File: src/rtl/xls_collector_pkg.sv
// Shared constants and helpers for the XLS pipeline result collector.
//
// Contents:
//   COLLECTOR_DEFAULT_DEPTH    default result FIFO depth (= total issue credits)
//   COLLECTOR_DEFAULT_LATENCY  default pipeline latency in cycles
//   clog2_plus1(n)             bits needed to hold the values 0..n
package xls_collector_pkg;

    localparam int COLLECTOR_DEFAULT_DEPTH   = 4;
    localparam int COLLECTOR_DEFAULT_LATENCY = 2;

    function automatic int clog2_plus1(input int n);
        return $clog2(n + 1);
    endfunction

endpackage

File: src/rtl/xls_collector_fifo.sv
// In-order result FIFO with a first-word-fall-through head read from a
// registered array. Storage, wrap-around pointers and overflow drop live here.
//
// Ports:
//   clk, rst    clock; synchronous active-high reset (empties the FIFO)
//   push        write request; dropped when full unless a pop happens too
//   push_data   write payload
//   pop         consume the head entry; ignored while empty
//   head_valid  FIFO not empty
//   head_data   oldest entry
//   full        DEPTH entries held
//   empty       no entries held
module xls_collector_fifo
    import xls_collector_pkg::*;
#(
    parameter int WIDTH = 1,
    parameter int DEPTH = COLLECTOR_DEFAULT_DEPTH
) (
    input  logic             clk,
    input  logic             rst,
    input  logic             push,
    input  logic [WIDTH-1:0] push_data,
    input  logic             pop,
    output logic             head_valid,
    output logic [WIDTH-1:0] head_data,
    output logic             full,
    output logic             empty
);

    localparam int PTR_W = (DEPTH > 1) ? $clog2(DEPTH) : 1;
    localparam int CNT_W = clog2_plus1(DEPTH);
    localparam logic [PTR_W-1:0] LAST_PTR = PTR_W'(DEPTH - 1);
    localparam logic [CNT_W-1:0] FULL_CNT = CNT_W'(DEPTH);

    logic [WIDTH-1:0] mem [DEPTH];
    logic [PTR_W-1:0] wr_ptr;
    logic [PTR_W-1:0] rd_ptr;
    logic [CNT_W-1:0] count;
    logic             do_push;
    logic             do_pop;

    // DEPTH need not be a power of two, so wrap on an explicit compare.
    function automatic logic [PTR_W-1:0] wrap_inc(input logic [PTR_W-1:0] p);
        return (p == LAST_PTR) ? '0 : p + 1'b1;
    endfunction

    assign empty      = (count == '0);
    assign full       = (count == FULL_CNT);
    assign head_valid = !empty;
    assign head_data  = mem[rd_ptr];

    // A push while full is accepted only if the head leaves in the same cycle.
    assign do_pop  = pop && !empty;
    assign do_push = push && (!full || do_pop);

    always_ff @(posedge clk) begin
        if (rst) begin
            wr_ptr <= '0;
            rd_ptr <= '0;
            count  <= '0;
        end else begin
            if (do_push) wr_ptr <= wrap_inc(wr_ptr);
            if (do_pop)  rd_ptr <= wrap_inc(rd_ptr);
            case ({do_push, do_pop})
                2'b10:   count <= count + 1'b1;
                2'b01:   count <= count - 1'b1;
                default: count <= count;
            endcase
        end
    end

    always_ff @(posedge clk) begin
        if (do_push) mem[wr_ptr] <= push_data;
    end

endmodule

File: src/rtl/xls_pipe_result_collector.sv
// Issue/return end of a fixed-latency, valid-only generated pipeline.
// Upstream ready/valid requests are issued into the pipeline only while a
// credit is available; every credit reserves one result FIFO slot, so results
// are never lost while the downstream consumer stalls.
//
// Ports:
//   clk, rst        clock; synchronous active-high reset (also resets the pipeline)
//   req_valid/ready upstream request handshake; req_data is the payload
//   pipe_in_valid   pipeline input_valid (= accepted request)
//   pipe_in_data    pipeline data input (req_data passed straight through)
//   pipe_out_valid  pipeline output_valid; pipe_out_data is its payload
//   rsp_valid/ready downstream result handshake; rsp_data is the FIFO head
//   overflow_err    sticky: a result arrived while the FIFO was full
//
// Build option: define XLS_COLLECTOR_CHECK_EN to add an in-flight tracker and
// protocol assertions (the assertions also need ASSERT_ON).
module xls_pipe_result_collector
    import xls_collector_pkg::*;
#(
    parameter int WIDTH   = 1,
    parameter int LATENCY = COLLECTOR_DEFAULT_LATENCY,
    parameter int DEPTH   = COLLECTOR_DEFAULT_DEPTH
) (
    input  logic             clk,
    input  logic             rst,
    input  logic             req_valid,
    output logic             req_ready,
    input  logic [WIDTH-1:0] req_data,
    output logic             pipe_in_valid,
    output logic [WIDTH-1:0] pipe_in_data,
    input  logic             pipe_out_valid,
    input  logic [WIDTH-1:0] pipe_out_data,
    output logic             rsp_valid,
    input  logic             rsp_ready,
    output logic [WIDTH-1:0] rsp_data,
    output logic             overflow_err
);

    localparam int CNT_W = clog2_plus1(DEPTH);
    localparam logic [CNT_W-1:0] CREDIT_MAX = CNT_W'(DEPTH);

    if (LATENCY < 1 || DEPTH < 1) begin : g_bad_params
        $error("xls_pipe_result_collector: LATENCY and DEPTH must both be >= 1");
    end

    logic [CNT_W-1:0] credit_cnt;
    logic             issue;
    logic             pop;
    logic             push;
    logic             fifo_full;
    logic             fifo_empty;

    assign req_ready     = !rst && (credit_cnt != '0);
    assign issue         = req_valid && req_ready;
    assign pipe_in_valid = issue;
    assign pipe_in_data  = req_data;

    assign pop  = rsp_valid && rsp_ready;
    // Returns seen during reset belong to discarded work.
    assign push = pipe_out_valid && !rst;

    xls_collector_fifo #(
        .WIDTH (WIDTH),
        .DEPTH (DEPTH)
    ) u_fifo (
        .clk        (clk),
        .rst        (rst),
        .push       (push),
        .push_data  (pipe_out_data),
        .pop        (pop),
        .head_valid (rsp_valid),
        .head_data  (rsp_data),
        .full       (fifo_full),
        .empty      (fifo_empty)
    );

    // Increment saturates at DEPTH: exceeding it is only possible after a
    // spurious pipeline return, and wrapping would then block all issue.
    always_ff @(posedge clk) begin
        if (rst) begin
            credit_cnt <= CREDIT_MAX;
        end else begin
            case ({issue, pop})
                2'b10:   credit_cnt <= credit_cnt - 1'b1;
                2'b01:   credit_cnt <= (credit_cnt == CREDIT_MAX) ? credit_cnt
                                                                  : credit_cnt + 1'b1;
                default: credit_cnt <= credit_cnt;
            endcase
        end
    end

    always_ff @(posedge clk) begin
        if (rst) begin
            overflow_err <= 1'b0;
        end else if (push && fifo_full && !pop) begin
            overflow_err <= 1'b1;
        end
    end

`ifdef XLS_COLLECTOR_CHECK_EN
    localparam int FLT_W = clog2_plus1(LATENCY);

    logic [FLT_W-1:0] in_flight;
    logic [CNT_W-1:0] occupancy;
    logic             ret;
    logic             fifo_write;

    // Saturate at zero so a spurious return is flagged without corrupting the count.
    assign ret        = pipe_out_valid && (in_flight != '0);
    assign fifo_write = push && (!fifo_full || pop);

    always_ff @(posedge clk) begin
        if (rst) begin
            in_flight <= '0;
        end else begin
            case ({issue, ret})
                2'b10:   in_flight <= in_flight + 1'b1;
                2'b01:   in_flight <= in_flight - 1'b1;
                default: in_flight <= in_flight;
            endcase
        end
    end

    always_ff @(posedge clk) begin
        if (rst) begin
            occupancy <= '0;
        end else begin
            case ({fifo_write, pop})
                2'b10:   occupancy <= occupancy + 1'b1;
                2'b01:   occupancy <= occupancy - 1'b1;
                default: occupancy <= occupancy;
            endcase
        end
    end

`ifdef ASSERT_ON
`ifndef BR_ASSERT
`define BR_ASSERT(name, expr) name : assert property (@(posedge clk) disable iff (rst) (expr));
`endif
    `BR_ASSERT(no_overflow, !(push && fifo_full && !pop))
    `BR_ASSERT(credit_conserve, (int'(occupancy) + int'(in_flight) + int'(credit_cnt)) == DEPTH)
    `BR_ASSERT(in_flight_bound, int'(in_flight) <= LATENCY)
    `BR_ASSERT(no_spurious_return, !pipe_out_valid || (in_flight != '0))
`endif
`endif

endmodule

File: config.mk
export PLATFORM = sky130hd
export DESIGN_NAME = xls_pipe_result_collector
export DESIGN_NICKNAME = d
export VERILOG_FILES = /design/src/rtl/xls_collector_pkg.sv /design/src/rtl/xls_collector_fifo.sv /design/src/rtl/xls_pipe_result_collector.sv
export SDC_FILE = /design/constraint.sdc
export NUM_CORES = 1
export LEC_CHECK = 0
export BUFFER_PORTS_ARGS = -buffer_cell sky130_fd_sc_hd__buf_2
export CAP_MARGIN = 15
export CORE_MARGIN = 2
export CORE_UTILIZATION = 60
export CTS_BUF_LIST = sky130_fd_sc_hd__clkbuf_2 sky130_fd_sc_hd__clkbuf_4 sky130_fd_sc_hd__clkbuf_8
export DETAILED_ROUTE_END_ITERATION = 6
export PLACE_DENSITY = 0.89
export SLEW_MARGIN = 20
export SYNTH_ARGS = -nofsm -noshare
export SYNTH_HDL_FRONTEND = slang
export SYNTH_HIERARCHICAL = 1
export SYNTH_SLANG_ARGS = --single-unit
File: constraint.sdc
create_clock -name clk -period 3.4 [get_ports clk]
set_input_delay 0.34 -clock clk [delete_from_list [all_inputs] [get_ports clk]]
set_output_delay 0.34 -clock clk [all_outputs]
set_load 0.02 [all_outputs]
After elaboration in Yosys (flattened, before gate mapping)

Memories as Yosys holds them, arrays and structs flattened. A register that Yosys moved wholly into a read port is not among the register bits.
Index checks and enable logic that the tools add are counted.

Flip-flop bits (word level): 11
Memory bits (writable): 4
Bits of input ports: 7
Output and inout bits: 6
Memories kept: 1

Memory list:

| name       | depth | bits a word | read ports | clocked after memory_dff | write ports | RTL line                 | text |
|---|---|---|---|---|---|---|---|
| u_fifo.mem | 4     | 1           | 1          | 1                        | 1           | xls_collector_fifo.sv:35 | `logic [WIDTH-1:0] mem [DEPTH];` |

Add/sub/neg operators: 6
Equal/unequal tests: 9
Multiplexer cells: 9
Reductions and logical operators: 18

Operators with widths:

| cell                                                                | count |
|---|---|
| 3-bit one-hot mux with 2 select lines                               | 2 |
| 2-bit == test (second input constant)                               | 4 |
| 1-bit logical AND                                                   | 8 |
| 2-bit 2-to-1 mux                                                    | 4 |
| 3-bit by 1-bit adder with 3-bit output (second input constant)      | 2 |
| 3-bit == test (second input constant)                               | 2 |
| 3-bit by 1-bit subtractor with 3-bit output (second input constant) | 2 |
| 2-bit by 1-bit adder with 2-bit output (second input constant)      | 2 |
| 2-bit by 1-bit == test with 1-bit output (second input constant)    | 2 |
| 1-bit logical NOT                                                   | 4 |
| 2-bit nonzero test                                                  | 2 |
| 3-bit logical NOT                                                   | 1 |
| 3-bit 2-to-1 mux                                                    | 1 |
| 3-bit nonzero test                                                  | 1 |
| 1-bit 2-to-1 mux                                                    | 2 |
| 2-bit != test (second input constant)                               | 1 |
| 2-bit AND reduction                                                 | 1 |
| 1-bit logical OR                                                    | 1 |

Depth between registers and ports, before layout

Gate-level depths: netlist of run 1.

Depth in word-level cells: 8
Gate-level depth with buffers: 10
Gate-level depth less buffers: 8

By module

The synthesis of run 1 kept the hierarchy.

By module, submodules not included:

| module                    | times used | cells an instance | area each (um^2) | seq. area each (um^2) |
|---|---|---|---|---|
| xls_collector_fifo        | 1          | 70                | 721.9            | 300.3 |
| xls_pipe_result_collector | 1          | 40                | 337.8            | 80.1 |

Least setup slack after synthesis of run 1

Ideal clock, no wire load.

Kind: reg-to-reg
From: register u_fifo.count[0]
To: register u_fifo.count[1]
Setup time: 86 ps
Arrival time: 2270 ps
Path slack: 1045 ps
Stages on the path, launching flop included: 11
Buffers on the path: 2
Path through: dfxtp_1 -> buf_2 -> or3_1 -> nand2_2 -> inv_2 -> buf_2 -> nand3_1 -> fa_1 -> inv_1 -> o2111ai_1 -> a211oi_1

Longest elaborated chain between the ends: 8
Elaborated cells between the ends (all ways): 14
Classes of those cells: add/sub: 2; eq/ne: 3; mux: 1; reduce/logical: 8

RTL lines:

| item                                                                               | RTL line                        | text |
|---|---|---|
| from (decl)                                                                        | xls_collector_fifo.sv:38        | `logic [CNT_W-1:0] count;` |
| from (signal assigned)                                                             | xls_collector_fifo.sv:65        | `2'b10: count <= count + 1'b1;` |
| from (signal assigned)                                                             | xls_collector_fifo.sv:66        | `2'b01: count <= count - 1'b1;` |
| from (signal assigned)                                                             | xls_collector_fifo.sv:67        | `default: count <= count;` |
| 3-bit logical NOT *                                                                | xls_collector_fifo.sv:47        | `assign empty = (count == '0);` |
| 1-bit logical NOT *                                                                | xls_collector_fifo.sv:49        | `assign head_valid = !empty;` |
| named net rsp_valid                                                                | xls_pipe_result_collector.sv:33 | `output logic rsp_valid,` |
| 1-bit logical AND *                                                                | xls_pipe_result_collector.sv:58 | `assign pop = rsp_valid && rsp_ready;` |
| named net pop                                                                      | xls_pipe_result_collector.sv:48 | `logic pop;` |
| 1-bit logical AND *                                                                | xls_collector_fifo.sv:53        | `assign do_pop = pop && !empty;` |
| 1-bit logical OR                                                                   | xls_collector_fifo.sv:54        | `assign do_push = push && (!full \|\| do_pop);` |
| 1-bit logical AND                                                                  | xls_collector_fifo.sv:54        |  |
| 2-bit by 1-bit == test with 1-bit output / 2-bit == test (equally long branches)   | xls_collector_fifo.sv:64        | `case ({do_push, do_pop})` |
| 3-bit one-hot mux with 2 select lines / 2-bit nonzero test (equally long branches) | n/a                             |  |

The timed path passes the listed nets; every way through them passes the cells marked *.
A chain may end at the register's enable or synchronous reset.

Final worst setup path of run 1

From: register u_fifo.count[0]
To: register credit_cnt[2]

Longest elaborated chain between the ends: 6
Elaborated cells between the ends (all ways): 9
Classes of those cells: eq/ne: 3; mux: 1; reduce/logical: 5

RTL lines:

| item                                                                             | RTL line                        | text |
|---|---|---|
| 3-bit logical NOT *                                                              | xls_collector_fifo.sv:47        |  |
| 1-bit logical NOT *                                                              | xls_collector_fifo.sv:49        |  |
| 1-bit logical AND *                                                              | xls_pipe_result_collector.sv:58 |  |
| named net pop                                                                    | xls_pipe_result_collector.sv:48 |  |
| 2-bit by 1-bit == test with 1-bit output / 2-bit == test (equally long branches) | xls_pipe_result_collector.sv:83 | `case ({issue, pop})` |
| 2-bit != test (no source line) / 2-bit nonzero test (equally long branches)      | n/a                             |  |
| 2-bit AND reduction (no source line)                                             | n/a                             |  |
| to (signal assigned)                                                             | xls_pipe_result_collector.sv:84 | `2'b10: credit_cnt <= credit_cnt - 1'b1;` |
| to (signal assigned)                                                             | xls_pipe_result_collector.sv:85 | `2'b01: credit_cnt <= (credit_cnt == CREDIT_MAX) ? credit_cnt` |
| to (signal assigned)                                                             | xls_pipe_result_collector.sv:87 | `default: credit_cnt <= credit_cnt;` |
| to (decl)                                                                        | xls_pipe_result_collector.sv:46 | `logic [CNT_W-1:0] credit_cnt;` |

Marks and branches as above.

==> summary.md, run 1 <==
| Metric | Value |
|---|---|
| Initial core utilization | `62.5%` |
| Drt wl/cell | `14.0 um` |
| DRC Markers | `0` |
| CP startpoint kind | `flop` |
| Post-Syn Instances | `109` |
| Clock buffer depth | `2` |
| Initial drt markers | `10` |
| TNS Setup | `0 ns` |
| Max Clock Freq | `0.414 GHz` |
| Number of global-route vias before repair | `749` |
| IO buf count | `10` |
| Status | `complete, no violations` |
| Skew-Pair Late Insertion Delay | `0.29 ns` |
| Setup CP Type | `flop to flop` |
| Antenna diode count | `0` |
| Net Count, Synth | `123` |
| Tcrit/Tclk final | `71.0%` |
| Clock sink count | `17` |
| Sw Pwr | `0.124 mW` |
| Die Span Y | `46.0 um` |
| Post-Place Cell Area | `1090 um^2` |
| Vias post-DR | `853` |
| Mapped Area | `1060 um^2` |
| Min-delay worst type | `input pin to flop` |
| RSZ-0062 raised after global routing | `no` |
| Switch share | `29.7%` |
| Fill cells | `138` |
| Pins Over Slew Limit | `0` |
| # resized after CTS | `0` |
| Logic pwr share | `18.3%` |
| Die ar. | `2110 um^2` |
| First-pass GRT wire length | `3010 um` |
| Finished Core Util | `66.5%` |
| Pint | `0.295 mW` |
| P_leak | `0.416 nW` |
| Yosys warning total | `6` |
| Clock power share | `27.1%` |
| Slew at the pin closest to its max-slew limit | `0.643 ns` |
| Tmin final | `2.41 ns` |
| Worst hold slack | `0.267 ns` |
| GR Util All Layers | `20.0%` |
| Reg clk slew, reported paths | `0.11 ns` |
| TritonCTS clock tree | `yes` |
| Crit-path max FO | `17` |
| GPL Wtd Cong | `0.762` |
| Final worst-path setup slack | `0.985 ns` |
| Postcts setup bufs | `0` |
| Setup WS pre-CTS | `1.01 ns` |
| Final Instance Count excl. Fillers | `135` |
| CTS Hold Bufs | `0` |
| Layout cells sized above 1 | `19.5%` |
| Pre-Repair DR Iteration Count | `5` |
| Placed cell count | `131` |
| Critical Path Sink Type | `flop` |
| DRT antenna net count | `0` |
| Worst slew margin | `57.0%` |
| Number of CTS-inserted buffers | `3` |
| Max-Cap Viols | `0` |
| Peak supply drop | `0.186 mV` |
| Core footprint | `1690 um^2` |
| Final non-filler cell area | `1120 um^2` |
| Nets@finish | `133` |
| H-tree depth | `1` |
| Global route total overflow | `0` |
| Flop pwr share | `54.6%` |
| Via density | `6.32` |
| Die width | `46.0 um` |
| WP data arrival | `2.64 ns` |
| # setup viols final | `0` |
| Fin Clk Skew | `0.00757 ns` |
| PnR Total Power | `0.419 mW` |
| Row cnt | `15` |
| Post-Route WL | `1890 um` |
| Antenna violations before repair | `0` |
| I/O Pins | `13` |
| Final HPWL DP | `1390 um` |
| Critical Path RT | `3.63 ns` |
| Clock Tree Root | `clkbuf_4` |
| Final hold vios | `0` |
| Area grow syn2layout | `6.40%` |
| Post-synthesis average cell area | `9.69 um^2` |
| Pwr/cell area | `373 nW/um^2` |
| Largest net degree at the start of global routing | `18` |
metal layers:
layer / global-route usage [%] / part of all wire (%) / vias to the layer above
li1: - / - / 415
met1: 22.7 / 43 / 414
met2: 35.8 / 52 / 22
met3: 3.57 / 4.1 / 2
met4: 8.57 / 0.63 / 0
met5: 0 / 0 / -
power by group through the flow:
stage / sequential [mW] / combinational [mW] / clock, mW
2_1_floorplan: 0.229 / 0.0605 / 0
3_3_place_gp: 0.233 / 0.0724 / 0
3_5_place_dp: 0.233 / 0.0757 / 0
4_1_cts: 0.229 / 0.0762 / 0.115
5_1_grt: 0.231 / 0.0842 / 0.123
6_report: 0.229 / 0.0768 / 0.113
area by class of cell:
| cell class | instances | area (um^2) | share of cell area [%] |
|---|---|---|---|
| multi-input cells | 80 | 616 | 54.8 |
| well taps | 17 | 21.3 | 1.89 |
| clock inverters | 1 | 7.51 | 0.668 |
| inverters | 7 | 26.3 | 2.34 |
| flip-flops and latches | 17 | 380 | 33.9 |
| clock buffers | 3 | 22.5 | 2.00 |
| repair buffers | 10 | 50.0 | 4.45 |
layout by cell type (no fill, tap or decap), types with 2 or more instances in the layout:
master / instances
dfxtp_1: 13
buf_2: 10
and2_1: 6
nor2_1: 6
nand3_1: 5
inv_1: 5
ha_1: 5
nor2b_1: 4
nand2b_1: 4
a21oi_1: 4
edfxtp_1: 4
a31oi_1: 3
nand4_1: 3
o21ai_0: 3
clkbuf_4: 3
or3_1: 3
inv_2: 2
o211ai_1: 2
or2_2: 2
xnor2_1: 2
fa_1: 2
nand2_1: 2
nand3b_1: 2
o2111ai_1: 2
final timing paths:
path / startpoint / endpoint / slack (ns) / cells past startpoint
setup reg to reg: u_fifo/count[0] / credit_cnt[2] / 0.99 / 8
setup / recovery: u_fifo/count[0] / credit_cnt[2] / 0.99 / 8
hold / removal: pipe_out_data / u_fifo/mem[2] / 0.27 / 1
hold reg to reg: overflow_err / overflow_err / 0.49 / 2
worst max-delay path: stages (launching register included):
cell	delay, ns
dfxtp_1	0.50
or3_1	0.32
nand2_2	0.13
inv_2	0.26
nand2b_1	0.12
fa_1	0.40
nand2b_1	0.18
o32a_1	0.30
o211ai_1	0.14
Note: power is estimated with default switching activity, not from simulation.
==> run 2, diff against run 1 <==
--- a/config.mk
+++ b/config.mk
@@ -8,10 +8,10 @@
 export BUFFER_PORTS_ARGS = -buffer_cell sky130_fd_sc_hd__buf_2
 export CAP_MARGIN = 15
 export CORE_MARGIN = 2
-export CORE_UTILIZATION = 60
+export CORE_UTILIZATION = 53
 export CTS_BUF_LIST = sky130_fd_sc_hd__clkbuf_2 sky130_fd_sc_hd__clkbuf_4 sky130_fd_sc_hd__clkbuf_8
 export DETAILED_ROUTE_END_ITERATION = 6
-export PLACE_DENSITY = 0.89
+export PLACE_DENSITY = 0.84
 export SLEW_MARGIN = 20
 export SYNTH_ARGS = -nofsm -noshare
 export SYNTH_HDL_FRONTEND = slang
==> constraint.sdc (replaced) <==
create_clock -name clk -period 2.2 [get_ports clk]
set_input_delay 0.22 -clock clk [delete_from_list [all_inputs] [get_ports clk]]
set_output_delay 0.22 -clock clk [all_outputs]
set_load 0.02 [all_outputs]
==> run 2 against run 1 <==
- via count grew 2.1%
- power grew 58%
- fmax grew 13%
- clock skew grew 0.0010 ns
- final area grew 7.6%
- sequential share of layout area shrank 2.4 points
- non-clock buffer count grew 9
- clock power grew 53%
- worst hold slack lost 0.12 ns
- core utilization shrank 3.6 points
- routed wire length grew 16%
- highest routed layer unchanged
==> summary.md, run 2 (synthesized netlist as in run 1, its figures left out) <==
| Metric | Value |
|---|---|
| Status | `complete, no violations` |
| Reg clk slew, reported paths | `0.11 ns (about the same)` |
| Setup CP Type | `flop to flop` |
| Final HPWL DP | `1690 um (+21%)` |
| Fill cells | `170 (+23%)` |
| Fin Clk Skew | `0.00857 ns (+0.00100 ns)` |
| # resized after CTS | `0 (unchanged)` |
| PnR Total Power | `0.664 mW (+58%)` |
| Switch share | `29.4% (-0.27 points)` |
| Number of global-route vias before repair | `844 (+13%)` |
| Tmin final | `2.14 ns (-0.274 ns)` |
| Initial drt markers | `21 (+11)` |
| Global route total overflow | `0 (unchanged)` |
| Critical Path RT | `2.43 ns (-1.20 ns)` |
| Skew-Pair Late Insertion Delay | `0.30 ns (about the same)` |
| Antenna diode count | `0 (unchanged)` |
| Postcts setup bufs | `0 (unchanged)` |
| R2r setup slk | `0.06 ns (-0.93 ns)` |
| Pint | `0.469 mW (+59%)` |
| Clock buffer depth | `2 (unchanged)` |
| CP max stage cell | `fa_1` |
| Antenna violations before repair | `0 (unchanged)` |
| Row cnt | `16 (+1)` |
| Vias post-DR | `871 (+2.1%)` |
| Most frequent cells in the layout | `dfxtp_1 (13), buf_2 (10), buf_4 (9)` |
| IO buf count | `10 (unchanged)` |
| Area grow syn2layout | `14.5%` |
| I/O Pins | `13 (unchanged)` |
| Largest net degree at the start of global routing | `16 (-2)` |
| # setup viols final | `0 (unchanged)` |
| Slew at the pin closest to its max-slew limit | `0.324 ns (-0.319 ns)` |
| Crit path top cell by count | `nand2b_1` |
| Die width | `48.6 um (+5.8%)` |
| Pre-Repair DR Iteration Count | `4 (-1)` |
| Clock Tree Root | `clkbuf_4` |
| Pins Over Slew Limit | `0 (unchanged)` |
| Via density | `5.66 (-10%)` |
| P_leak | `0.462 nW (+11%)` |
| Logic pwr share | `22.4% (+4.1 points)` |
| TritonCTS clock tree | `yes` |
| Post-Route WL | `2190 um (+16%)` |
| Post-Place Cell Area | `1180 um^2 (+7.8%)` |
| First-pass GRT wire length | `3680 um (+22%)` |
| TNS Setup | `0 ns (unchanged)` |
| Min-delay worst type | `input pin to flop` |
| CP startpoint kind | `flop` |
| Flop pwr share | `51.5% (-3.1 points)` |
| Peak supply drop | `0.336 mV (+81%)` |
| CTS Hold Bufs | `0 (unchanged)` |
| Clock power share | `26.1% (-1.0 points)` |
| Clock sink count | `17 (unchanged)` |
| Initial core utilization | `54.9% (-7.6 points)` |
| Die Span Y | `48.6 um (+5.8%)` |
| Worst slew margin | `78.3% (+21 points)` |
| Core footprint | `1920 um^2 (+14%)` |
| Sw Pwr | `0.195 mW (+57%)` |
| Tcrit/Tclk final | `97.3% (+26 points)` |
| Pwr/cell area | `549 nW/um^2 (+47%)` |
| Crit-path max FO | `6 (-11)` |
| H-tree depth | `1 (unchanged)` |
| Layout cells sized above 1 | `26.0% (+6.5 points)` |
| Max-Cap Viols | `0 (unchanged)` |
| Sequential cell area | `380 um^2 (unchanged)` |
| DRC Markers | `0 (unchanged)` |
| Final non-filler cell area | `1210 um^2 (+7.6%)` |
| RSZ-0062 raised after global routing | `no` |
| Commonest non-fill, non-tap cell in the layout | `dfxtp_1` |
| Max Clock Freq | `0.467 GHz (+13%)` |
| Final hold vios | `0 (unchanged)` |
| GPL Wtd Cong | `0.935 (+23%)` |
| Die ar. | `2370 um^2 (+12%)` |
| Drt wl/cell | `14.2 um (+1.5%)` |
| Multi-input gate area | `621 um^2 (+0.81%)` |
| Nets@finish | `142 (+6.8%)` |
| CP Cell Sequence | `or3_4 > and2_1 > nand2b_1 > fa_1 > nand2b_1 > o32a_1 > o211ai_1` |
| GR Util All Layers | `19.9% (-0.020 points)` |
| Critical Path Sink Type | `flop` |
| WP data arrival | `2.37 ns (-0.27 ns)` |
| CP max stage delay | `0.39 ns (-0.11 ns)` |
| Number of CTS-inserted buffers | `3 (unchanged)` |
| DRT antenna net count | `0 (unchanged)` |
## run 2: cell count changes in the layout (fill, tap and decap cells not counted)
| cell | before | now |
|---|---|---|
| buf_4 | 0 | 9 |
| or3_1 | 3 | 2 |
| or3_4 | 1 | 2 |
## run 2: per-stage QoR
step	cells	utilization, %	hold WS (ns)	worst slack (ns)
floorplan	109	-	0.289	0.0184
global placement	150	61.3	0.432	0.173
global route	154	62.9	0.131	0.0217
CTS	154	62.9	0.135	0.0641
finish	154	62.9	0.147	0.0593
detailed placement	150	61.3	0.440	0.114
## run 2: final cells by class
class | instances | share of cell area, %
multi-input cells | 80 | 51.3
well taps | 27 | 2.80
inverters | 7 | 2.17
repair buffers | 19 | 9.73
flip-flops and latches | 17 | 31.5
clock inverters | 1 | 0.621
clock buffers | 3 | 1.86
## run 2: routing by layer
| metal | track usage, % | wire [um] | vias to the layer above |
|---|---|---|---|
| li1 | - | - | 434 |
| met1 | 23.2 | 900 | 414 |
| met2 | 34.7 | 1160 | 17 |
| met3 | 3.70 | 82 | 6 |
| met4 | 10.5 | 45 | 0 |
| met5 | 0 | 0 | - |
## run 2: critical path: cells and delay by family, from the launching register on
kind | cells | cell delay, ns
AOI/OAI and AO/OA | 2 | 0.46
adders and majority gates | 1 | 0.39
DFF | 1 | 0.36
and+or+nand+nor | 4 | 0.85
## run 2: power groups by stage
stage	Clock (mW)	Combinational (mW)	Sequential [mW]
5_1_grt	0.189	0.160	0.344
6_report	0.173	0.149	0.342
3_5_place_dp	0	0.147	0.349
3_3_place_gp	0	0.137	0.348
4_1_cts	0.176	0.147	0.342
2_1_floorplan	0	0.0942	0.354
## run 2: worst paths after layout
path	startpoint	to	cells past startpoint
max	credit_cnt[2]	credit_cnt[2]	7
min	pipe_out_data	u_fifo/mem[0]	1
max reg2reg	credit_cnt[2]	credit_cnt[2]	7
min reg2reg	overflow_err	overflow_err	2
